## src/rtl/cacheline_adapter_if.sv

```systemverilog
// Bundle of the cache-side line port (dfp_*) and the 64-bit burst memory port (bmem_*).
// The adapter connects through the slave modport; the controller/memory environment uses master.
interface cacheline_adapter_if #(
    parameter int LINE_WIDTH = 256,
    parameter int BEAT_WIDTH = 64,
    parameter int ADDR_WIDTH = 32
);
    logic [ADDR_WIDTH-1:0] dfp_addr;
    logic                  dfp_read;
    logic                  dfp_write;
    logic [LINE_WIDTH-1:0] dfp_wdata;
    logic [LINE_WIDTH-1:0] dfp_rdata;
    logic                  dfp_resp;

    logic [ADDR_WIDTH-1:0] bmem_addr;
    logic                  bmem_read;
    logic                  bmem_write;
    logic [BEAT_WIDTH-1:0] bmem_wdata;
    logic                  bmem_ready;
    logic [BEAT_WIDTH-1:0] bmem_rdata;
    logic                  bmem_rvalid;

    modport slave (
        input  dfp_addr, dfp_read, dfp_write, dfp_wdata,
        output dfp_rdata, dfp_resp,
        output bmem_addr, bmem_read, bmem_write, bmem_wdata,
        input  bmem_ready, bmem_rdata, bmem_rvalid
    );

    modport master (
        output dfp_addr, dfp_read, dfp_write, dfp_wdata,
        input  dfp_rdata, dfp_resp,
        input  bmem_addr, bmem_read, bmem_write, bmem_wdata,
        output bmem_ready, bmem_rdata, bmem_rvalid
    );
endinterface

```

## src/rtl/cacheline_adapter.sv

```systemverilog
// Converts whole-line cache requests into 4-beat bursts on the memory port:
// writebacks are serialized beat by beat, fetches are reassembled into one line.
module cacheline_adapter #(
    parameter int LINE_WIDTH = 256,
    parameter int BEAT_WIDTH = 64,
    parameter int ADDR_WIDTH = 32
) (
    input  logic               clk,
    input  logic               rst,
    cacheline_adapter_if.slave bus
);
    localparam int BEATS = LINE_WIDTH / BEAT_WIDTH;
    localparam int CNT_W = (BEATS > 1) ? $clog2(BEATS) : 1;
    localparam logic [CNT_W-1:0]      LAST_BEAT   = CNT_W'(BEATS - 1);
    localparam logic [ADDR_WIDTH-1:0] OFFSET_MASK = ADDR_WIDTH'(LINE_WIDTH / 8 - 1);

    typedef enum logic [2:0] {
        LINE_IDLE,
        WAIT,
        SERIALIZE,
        DESERIALIZE,
        DESERIALIZE_DONE
    } cacheline_state_t;

    cacheline_state_t state, state_next;
    logic [CNT_W-1:0] cnt, cnt_next;
    logic             op_write;
    logic [ADDR_WIDTH-1:0]            addr_q;
    logic [BEATS-1:0][BEAT_WIDTH-1:0] wdata_q;
    logic [BEATS-1:0][BEAT_WIDTH-1:0] rdata_q;

    logic req_take;
    logic beat_store;

    function automatic logic [ADDR_WIDTH-1:0] line_align(input logic [ADDR_WIDTH-1:0] a);
        return a & ~OFFSET_MASK;
    endfunction

    // Requests are only looked at in LINE_IDLE, so a request still held during
    // the response cycle can never start a second burst.
    assign req_take   = (state == LINE_IDLE) && (bus.dfp_write || bus.dfp_read);
    assign beat_store = (state == DESERIALIZE) && bus.bmem_rvalid;

    always_comb begin
        state_next = state;
        cnt_next   = cnt;
        unique case (state)
            LINE_IDLE: begin
                if (req_take) begin
                    state_next = WAIT;
                    cnt_next   = '0;
                end
            end
            WAIT: begin
                if (bus.bmem_ready) begin
                    if (op_write) begin
                        state_next = SERIALIZE;
                        cnt_next   = CNT_W'(1);
                    end else begin
                        state_next = DESERIALIZE;
                    end
                end
            end
            SERIALIZE: begin
                if (bus.bmem_ready) begin
                    if (cnt == LAST_BEAT) state_next = DESERIALIZE_DONE;
                    cnt_next = cnt + 1'b1;
                end
            end
            DESERIALIZE: begin
                if (bus.bmem_rvalid) begin
                    if (cnt == LAST_BEAT) state_next = DESERIALIZE_DONE;
                    cnt_next = cnt + 1'b1;
                end
            end
            DESERIALIZE_DONE: state_next = LINE_IDLE;
            default:          state_next = LINE_IDLE;
        endcase
    end

    always_ff @(posedge clk or posedge rst) begin
        if (rst) begin
            state    <= LINE_IDLE;
            cnt      <= '0;
            op_write <= 1'b0;
            addr_q   <= '0;
            rdata_q  <= '0;
        end else begin
            state <= state_next;
            cnt   <= cnt_next;
            if (req_take) begin
                op_write <= bus.dfp_write;
                addr_q   <= line_align(bus.dfp_addr);
            end
            if (beat_store) rdata_q[cnt] <= bus.bmem_rdata;
        end
    end

    // Writeback line is pure data; bmem_wdata is gated so its contents are never visible idle.
    always_ff @(posedge clk) begin
        if ((state == LINE_IDLE) && bus.dfp_write) wdata_q <= bus.dfp_wdata;
    end

    always_comb begin
        bus.bmem_read  = 1'b0;
        bus.bmem_write = 1'b0;
        bus.bmem_wdata = '0;
        if ((state == WAIT) || (state == SERIALIZE)) begin
            if (op_write) begin
                bus.bmem_write = 1'b1;
                bus.bmem_wdata = wdata_q[cnt];
            end else begin
                bus.bmem_read = (state == WAIT);
            end
        end
    end

    assign bus.bmem_addr = addr_q;
    assign bus.dfp_rdata = rdata_q;
    assign bus.dfp_resp  = (state == DESERIALIZE_DONE);
endmodule

```

## src/flat_wrapper.sv

```systemverilog
// flat-port wrapper written by rule: the top's interface ports become plain ports
module cacheline_adapter_flat 
#(
    parameter int LINE_WIDTH = 256,
    parameter int BEAT_WIDTH = 64,
    parameter int ADDR_WIDTH = 32
)
  (clk, rst, bus_dfp_addr, bus_dfp_read, bus_dfp_write, bus_dfp_wdata, bus_dfp_rdata, bus_dfp_resp, bus_bmem_addr, bus_bmem_read, bus_bmem_write, bus_bmem_wdata, bus_bmem_ready, bus_bmem_rdata, bus_bmem_rvalid);
  cacheline_adapter_if #(.LINE_WIDTH(LINE_WIDTH), .BEAT_WIDTH(BEAT_WIDTH), .ADDR_WIDTH(ADDR_WIDTH)) bus_i ();
  input  logic clk;
  input  logic rst;
  input wire logic [$bits(bus_i.dfp_addr)-1:0] bus_dfp_addr;
  input wire logic [$bits(bus_i.dfp_read)-1:0] bus_dfp_read;
  input wire logic [$bits(bus_i.dfp_write)-1:0] bus_dfp_write;
  input wire logic [$bits(bus_i.dfp_wdata)-1:0] bus_dfp_wdata;
  output wire logic [$bits(bus_i.dfp_rdata)-1:0] bus_dfp_rdata;
  output wire logic [$bits(bus_i.dfp_resp)-1:0] bus_dfp_resp;
  output wire logic [$bits(bus_i.bmem_addr)-1:0] bus_bmem_addr;
  output wire logic [$bits(bus_i.bmem_read)-1:0] bus_bmem_read;
  output wire logic [$bits(bus_i.bmem_write)-1:0] bus_bmem_write;
  output wire logic [$bits(bus_i.bmem_wdata)-1:0] bus_bmem_wdata;
  input wire logic [$bits(bus_i.bmem_ready)-1:0] bus_bmem_ready;
  input wire logic [$bits(bus_i.bmem_rdata)-1:0] bus_bmem_rdata;
  input wire logic [$bits(bus_i.bmem_rvalid)-1:0] bus_bmem_rvalid;
  assign bus_i.dfp_addr = bus_dfp_addr;
  assign bus_i.dfp_read = bus_dfp_read;
  assign bus_i.dfp_write = bus_dfp_write;
  assign bus_i.dfp_wdata = bus_dfp_wdata;
  assign bus_dfp_rdata = bus_i.dfp_rdata;
  assign bus_dfp_resp = bus_i.dfp_resp;
  assign bus_bmem_addr = bus_i.bmem_addr;
  assign bus_bmem_read = bus_i.bmem_read;
  assign bus_bmem_write = bus_i.bmem_write;
  assign bus_bmem_wdata = bus_i.bmem_wdata;
  assign bus_i.bmem_ready = bus_bmem_ready;
  assign bus_i.bmem_rdata = bus_bmem_rdata;
  assign bus_i.bmem_rvalid = bus_bmem_rvalid;
  cacheline_adapter #(.LINE_WIDTH(LINE_WIDTH), .BEAT_WIDTH(BEAT_WIDTH), .ADDR_WIDTH(ADDR_WIDTH)) u_core (.clk(clk), .rst(rst), .bus(bus_i));
endmodule
```

## config.mk

```make
export PLATFORM = sky130hd
export DESIGN_NAME = cacheline_adapter_flat
export DESIGN_NICKNAME = d
export VERILOG_FILES = /design/src/rtl/cacheline_adapter_if.sv /design/src/rtl/cacheline_adapter.sv /design/src/flat_wrapper.sv
export SDC_FILE = /design/constraint.sdc
export NUM_CORES = 1
export LEC_CHECK = 0
export BUFFER_PORTS_ARGS = -buffer_cell sky130_fd_sc_hd__buf_2
export CAP_MARGIN = 20
export CELL_PAD_IN_SITES_DETAIL_PLACEMENT = 0
export CELL_PAD_IN_SITES_GLOBAL_PLACEMENT = 1
export CORE_AREA = 3 3 274 276
export CTS_CLUSTER_SIZE = 8
export DETAILED_ROUTE_END_ITERATION = 10
export DIE_AREA = 0 0 277 279
export GPL_ROUTABILITY_DRIVEN = 0
export PLACE_DENSITY = 0.64
export REMOVE_ABC_BUFFERS = 1
export SYNTH_ARGS = -nofsm -noshare
export SYNTH_HDL_FRONTEND = slang
export SYNTH_SLANG_ARGS = --single-unit
export TNS_END_PERCENT = 20
```

## constraint.sdc

```tcl
create_clock -name clk -period 10.37 [get_ports clk]
set_input_delay 1.037 -clock clk [delete_from_list [all_inputs] [get_ports clk]]
set_output_delay 1.037 -clock clk [all_outputs]
set_load 0.02 [all_outputs]
```

; Yosys cells after proc, flatten, opt, wreduce, memory -nomap -nowiden
; Index checks and enable logic that the tools add are counted.
[totals]
ff_bits = 545
inputBits = 358
[op_classes]
n_addsub = 1
magnitude_cmp = 2
eq_ne = 10
n_mux = 24
n_reduce_logical = 10
[ops]
columns = operator, n
row1 = $bwmux 256, 1
row2 = $mux 64, 4
row3 = $bmux 64 s2, 1
row4 = $demux 64 s2, 1
row5 = $mux 3, 5
row6 = $pmux 3 s4, 1
row7 = $mux 2, 5
row8 = $pmux 2 s4, 1
row9 = $eq 3x2->1 const B, 2
row10 = $ne 2x2->1 const B, 3
row11 = $reduce_and 6->1, 1
row12 = $mux 1, 5
row13 = $logic_and 1x1->1, 4
row14 = $ne 2x1->1 const B, 2
row15 = $reduce_and 4->1, 1
row16 = $reduce_bool 4->1, 1
row17 = $eq 3x1->1 const B, 1
row18 = $eq 3x3->1 const B, 1
row19 = $logic_not 3->1, 1
row20 = $lt 2x3->1 const B, 1
row21 = $add 2x1->2 const B, 1
row22 = $eq 2x2->1 const B, 1
row23 = $ge 2x1->1 const B, 1
row24 = $logic_or 1x1->1, 2

; Logic depth before layout (Yosys ltp)
; Gate-level depths: netlist (run 1).
[depth]
depth_word = 5
mapped_depth = 8
mapped_depth_nobuf = 4

; Least setup slack after synthesis (run 1)
; Ideal clock, no wire load.
[synth_path]
kind = input port to flip-flop
from = in bus_dfp_write
to = reg u_core.op_write
setup_ps = 113
t_arrival_ps = 7396
t_required_ps = 10257
slack_ps = 2861
stages = 2
path_cell_list = and2_1 > o21bai_1
[synth_via]
elab_chain_cells = 2
[synth_rtl]
columns = item, line
row1 = "start, declared", flat_wrapper.sv:14  ; input wire logic [$bits(bus_i.dfp_write)-1:0] bus_dfp_write;
row2 = $logic_or 1x1->1, cacheline_adapter.sv:41  ; assign req_take = (state == LINE_IDLE) && (bus.dfp_write || bus.dfp_read);
row3 = $logic_and 1x1->1, cacheline_adapter.sv:41
row4 = "end signal, assigned", cacheline_adapter.sv:92  ; op_write <= bus.dfp_write;
row5 = "end, declared", cacheline_adapter.sv:27  ; logic op_write;
; Parallel ways exist; a longest one is shown, timed or not.
; A chain may end at the register's enable or synchronous reset.

; Final worst setup path (run 1)
[layout_path]
from = reg u_core.cnt[0]
to = out bus_bmem_wdata[22]
[layout_via]
elab_chain_cells = 4
[layout_rtl]
columns = item, line
row1 = "start, declared", cacheline_adapter.sv:26  ; logic [CNT_W-1:0] cnt, cnt_next;
row2 = "start signal, assigned", cacheline_adapter.sv:90  ; cnt <= cnt_next;
row3 = $bmux 64 s2, cacheline_adapter.sv:111  ; bus.bmem_wdata = wdata_q[cnt];
row4 = $mux 64 (not written as such), cacheline_adapter.sv:111
row5 = $mux 64, cacheline_adapter.sv:109  ; if (op_write) begin
row6 = $mux 64, cacheline_adapter.sv:108  ; if ((state == WAIT) || (state == SERIALIZE)) begin
row7 = "end, declared", flat_wrapper.sv:21  ; output wire logic [$bits(bus_i.bmem_wdata)-1:0] bus_bmem_wdata;
; No other way between the ends. The select of a mux whose other input is x is not followed.

==> results.cfg, run 1 <==
[timing]
period_share = 0.412
drv_slew = 0
period_needed_ps = 4270
finalSetupTns_ps = 0
max_slew.worst_pin.slew_ps = 1100
fmax_mhz = 234
finalClockSkew_ps = 22.7
setup_violations = 0
slew_headroom = 0.270
rsz0062_at_grt = no
final_hold_viol_count = 0

[clock_tree]
cts_resized = 0
cts_tree = done
cts.clk_slew.worst_paths_ps = 50
cts_buffers = 78
cts_max_level = 3
cts_setup_buffers = 0
clock_latency_ps = 610
clock-sinks = 545
ctsLongestPathBuffers = 3
cts_root_buf = clkbuf_16
ctsHoldBuffers = 0

[drt]
route.detailed.drc = 0
drt_first_iter_violations = 785
vias = 12500
wl_met2_um = 31100
dr_wl_met3_um = 6680
wl_um = 63900
dr.max_layer_used = met5
vias_per_cell = 4.45
wl_per_cell_um = 22.8
ant_nets = 0
drt_first_pass_iters = 5
met1Wirelength_um = 24500

[finish]
area_delta_synth_final_pct = 30.6
fill_cells = 6857
regArea_um2 = 14900
multi_input_area_um2 = 6280
drive_above_1_share = 0.609
fin_nets = 2164

[logic_synthesis]
avgSynthCellArea_um2 = 20.4
syn-instance-count = 1063
synth_edf_count = 256
post_synth_num_cell_types = 36
synthArstFlopShare = 0.530
yosys_warnings = 0
netlist_area_um2 = 21700
synth-main-ff-cell = dfrtp_1
synth_seq_cells = 545
ys_seq_area_frac = 0.689

[die]
die_w_um = 277
core_area_um2 = 72800
ios = 713
dieArea_um2 = 77300
initial_core_util = 0.297
fp-row-count = 99
die_y_um = 279

[worst_setup_path]
worst_setup_path_start_kind = flip-flop
critPathCaptureType = output pin
cpPeakStageDelay_ps = 840
critical_path_required_ps = 9330
crit_fanout = 38
cp_top_family = buffers and inverters
critPathSlowestCell = dfrtp_4
critPathArrivalTime_ps = 3240
worstPathCellList = buf_4, mux4_2, nor2b_1, buf_2
crit_buf_inv = 2
criticalPathCategory = flip-flop to output pin

[global_route]
grt_pass1_vias = 13600
gr-total-overflow = 0
grt_max_degree = 159
grt_pass1_wl_um = 92800
antenna_found_initial = 33
grtUsageTotal = 0.160

[job]
max-cap-violations = 0

[min_path]
holdCritPathClass = flip-flop to flip-flop

[pwr]
powerDensity_nw_per_um2 = 328
p_total_mw = 9.29
ir_drop_uv = 189
leakage_nw = 13.3

[run_status]
status = finished, final reports clean

[placed_design]
io_buffers = 702
dp_hpwl_um = 45200
stage by stage:
stage	hold WS, ps	util	instance area (um2)	instances	worst slack (ps)
after floorplan	502	-	21200	1009	1360
after global placement	466	0.358	26100	2681	6610
after detailed placement	469	0.358	26100	2681	6600
after CTS	481	0.388	28300	2794	5920
after global routing	490	0.388	28300	2797	5810
final	481	0.388	28300	2798	6100
worst reg2reg max path, stage by stage, from the launching register on:
cell and delay [ps]:
dfrtp_1 540, nor3_1 300, and2_4 520, buf_4 860, buf_12 710
power breakdown:
part | total [mW] | leakage (nW) | internal [mW] | switching, mW
clock network | 2.33 | 1.07 | 1.39 | 0.945
registers | 3.45 | 5.93 | 3.05 | 0.408
logic | 3.50 | 6.26 | 1.58 | 1.92
total | 9.29 | 13.3 | 6.01 | 3.27
Yosys cell counts, types with 2 or more instances:
cell type / instances / area share
nor2_1: 2 / 0.00035
mux2_4: 240 / 0.17
nor3_1: 3 / 0.00069
mux2_1: 43 / 0.022
o21ai_0: 3 / 0.00069
mux4_2: 64 / 0.067
buf_4: 10 / 0.0035
nor2b_1: 68 / 0.020
nor3b_1: 2 / 0.00069
clkbuf_1: 9 / 0.0016
inv_1: 5 / 0.00087
ha_1: 4 / 0.0023
buf_1: 2 / 0.00035
buf_6: 26 / 0.014
o21bai_1: 2 / 0.00069
nand2_4: 4 / 0.0021
a21oi_1: 4 / 0.00092
dfrtp_1: 289 / 0.33
buf_2: 11 / 0.0025
edfxtp_1: 256 / 0.35
per-layer routing:
metal | up-vias | track usage
met5 | - | 0
met2 | 640 | 0.266
met4 | 20 | 0.0471
met1 | 6246 | 0.191
li1 | 5426 | -
met3 | 132 | 0.0666
flip-flops by register name, summed over array words and instances, names as in the netlist:
name / cells
u_core.cnt: 2
u_core.op_write: 1
u_core.bus.dfp_rdata: 256
u_core.bus.bmem_addr: 27
u_core.wdata_q: 256
u_core.state: 3
cell type report:
class	instances	share of cell area
Sequential cell	545	0.528
Inverter	6	0.00106
Clock buffer	105	0.0730
Antenna cell	4	0.000354
Multi-Input combinational cell	458	0.222
Clock inverter	8	0.00553
Tap cell	959	0.0424
Timing Repair Buffer	713	0.128
placed cells by master (no fill, tap or decap), types with 2 or more instances in the layout:
cell,count
clkinv_8,2
buf_2,702
mux2_4,240
buf_4,9
buf_12,2
o21ai_0,3
nor2_1,2
nor3_1,3
conb_1,5
ha_1,4
a21oi_1,4
edfxtp_1,256
nor2b_1,67
nor3b_1,2
dfrtp_1,287
clkinv_16,3
nand2_4,4
clkbuf_1,26
clkbuf_16,78
mux4_2,64
inv_1,4
mux2_1,43
diode_2,4
o21bai_1,2
kinds of logic after synthesis:
logic type,share of synthesized area
and+or+nand+nor,0.0252
DFF,0.689
buffers and inverters,0.0225
xor gates and xnor gates,0.000404
adders and majority gates,0.00231
other,0.000173
AOI/OAI and AO/OA,0.00439
muxes,0.256
final timing paths:
check                                                     start                               endpoint  slack (ps)  cells past startpoint
setup reg to reg                    u_core.state[0]$_DFFE_PP0P_          u_core.wdata_q[195]$_DFFE_PP_        6930                      4
hold reg to reg            u_core.bus.bmem_addr[21]$_DFFE_PP0P_   u_core.bus.bmem_addr[21]$_DFFE_PP0P_         480                      1
max in group asynchronous                                   rst  u_core.bus.dfp_rdata[158]$_DFFE_PP0P_        8220                      3
setup / recovery                      u_core.cnt[0]$_DFFE_PP0P_                     bus_bmem_wdata[22]        6100                      4
min in group asynchronous                                   rst  u_core.bus.dfp_rdata[203]$_DFFE_PP0P_         630                      2
hold / removal             u_core.bus.bmem_addr[21]$_DFFE_PP0P_   u_core.bus.bmem_addr[21]$_DFFE_PP0P_         480                      1
No activity file was read; power rests on OpenSTA's default activity.
==> inputs of run 2 (changes only) <==
Settings changed: CORE_AREA 3 3 274 276 to 3 3 273 275, DIE_AREA 0 0 277 279 to 0 0 276 278, PLACE_DENSITY 0.64 to 0.66.
Clock period 10.37 ns to 3.9 ns, I/O delays scaled along.
==> run 2 against run 1 <==
Against the previous run:
- flip-flop and latch count did not move
- clock power rose to 2.6 times the previous value
- core utilization rose by 4.5 points
- critical endpoint is now bus_bmem_wdata[56]
- worst hold slack got worse by 410 ps
==> results.cfg, run 2 (synthesis results as in run 1) <==
[run_status]
status = finished, final reports clean

[finish]
drive_above_1_share = 0.531
layout_commonest_cell = buf_2
area_delta_synth_final_pct = 45.1
fin_nets = 2476
final_cell_area_um2 = 31400
layout_common_cells = buf_2 (702), dfrtp_1 (287), dlygate4sd3_1 (284)

[clock_tree]
cts_tree = done
cts_max_level = 3
ctsLongestPathBuffers = 3
cts_root_buf = clkbuf_16
cts_buffers = 78
clock-sinks = 545
cts.clk_slew.worst_paths_ps = 50
clock_latency_ps = 590

[worst_setup_path]
worstPathCellList = xnor2_1, or3_2, buf_4, nor2b_1, buf_2
critPathCaptureType = output pin
critical_path_required_ps = 3510
worst_setup_path_start_kind = flip-flop
reg2reg_depth = 6
criticalPathCategory = flip-flop to output pin
r2r_slack_ps = 1230
cpPeakStageDelay_ps = 810
critPathSlowestCell = or3_2
crit_fanout = 35
rr_endpoint = u_core.bus.dfp_rdata[124]$_DFFE_PP0P_
rr_startpoint = u_core.cnt[1]$_DFFE_PP0P_
critPathArrivalTime_ps = 3030

[drt]
vias_per_cell = 4.43
ant_nets = 0
route.detailed.drc = 0
vias = 13800
wl_um = 68100
drt_first_pass_iters = 5
drt_first_iter_violations = 714
wl_per_cell_um = 21.8

[timing]
rsz0062_at_grt = no
period_needed_ps = 3420
finalClockSkew_ps = 20.8
slew_headroom = 0.396
max_slew.worst_pin.slew_ps = 905
fmax_mhz = 292
drv_slew = 0
period_share = 0.878
setup_violations = 0
final_hold_viol_count = 0

[job]
max-cap-violations = 0

[placed_design]
place_area_um2 = 26400
io_buffers = 702
dp_hpwl_um = 47400

[die]
core_area_um2 = 72600
die_y_um = 278
dieArea_um2 = 76700
die_w_um = 276
ios = 713
fp-row-count = 99
initial_core_util = 0.298

[global_route]
antenna_found_initial = 12
grtUsageTotal = 0.174
grt_pass1_vias = 15400
grt_pass1_wl_um = 101000
grt_max_degree = 93
gr-total-overflow = 0

[min_path]
min_from = bus_bmem_rdata[46]
whs_path_depth = 2
min_to = u_core.bus.dfp_rdata[174]$_DFFE_PP0P_
holdCritPathClass = input pin to flip-flop

[pwr]
powerDensity_nw_per_um2 = 800
ir_drop_uv = 488
leakage_nw = 14.6
p_total_mw = 25.1
run 2: cell type report:
class                           count  area, um2
Inverter                            6       30.0
Antenna cell                        6       15.0
Timing Repair Buffer             1025       6770
Multi-Input combinational cell    458       6280
Tap cell                          959       1200
Fill cell                        6495      41200
Sequential cell                   545      14900
Clock inverter                      7       93.8
Clock buffer                      112       2110
run 2: repair_timing:
action	CTS	global route
endpoints found under the hold margin	370	0
resized for setup	0	0
setup buffers	0	0
setup endpoints to repair	0	0
hold buffers	284	0
run 2: worst max-delay path, delay by kind of cell, from the launching register on:
kind          cells  cell delay [ps]
flops             1              540
simple gates      2             1020
xor+xnor          1              200
buf+inv           2              600
run 2: where the power goes:
| part | switching [mW] | leakage (nW) | internal [mW] |
|---|---|---|---|
| sequential | 1.09 | 5.93 | 8.09 |
| clock | 2.44 | 1.06 | 3.73 |
| combinational | 5.29 | 7.62 | 4.51 |
| total | 8.82 | 14.6 | 16.3 |
run 2: worst max-delay path by stage:
stage	startpoint	endpoint	slack (ps)	cells after the start
2_1_floorplan	rst	u_core.bus.bmem_addr[10]$_DFFE_PP0P_	-4470	1
3_3_place_gp	u_core.cnt[1]$_DFFE_PP0P_	u_core.bus.dfp_rdata[124]$_DFFE_PP0P_	1200	6
3_5_place_dp	u_core.state[0]$_DFFE_PP0P_	bus_bmem_wdata[56]	1150	5
4_1_cts	u_core.state[0]$_DFFE_PP0P_	bus_bmem_wdata[56]	480	5
5_1_grt	u_core.state[0]$_DFFE_PP0P_	bus_bmem_wdata[56]	360	5
6_report	u_core.state[0]$_DFFE_PP0P_	bus_bmem_wdata[56]	480	5
run 2: per-layer routing:
layer / global-route usage / up-vias / wire length, um
met4: 0.0638 / 6 / 1830
met2: 0.298 / 651 / 34300
met3: 0.0627 / 119 / 6350
met5: 0 / - / 39
met1: 0.202 / 6961 / 25600
li1: - / 6069 / -
run 2: through the flow:
step | std cells | utilization | setup TNS [ps] | hold slack, ps | setup slack (ps)
2_1_floorplan | 1009 | - | -2250300 | 489 | -4470
3_5_place_dp | 2709 | 0.363 | 0 | 469 | 1150
4_1_cts | 3112 | 0.433 | 0 | 10.4 | 477
5_1_grt | 3117 | 0.433 | 0 | 33.4 | 363
6_report | 3118 | 0.433 | 0 | 67.9 | 477
3_3_place_gp | 2709 | 0.363 | 0 | 467 | 1200
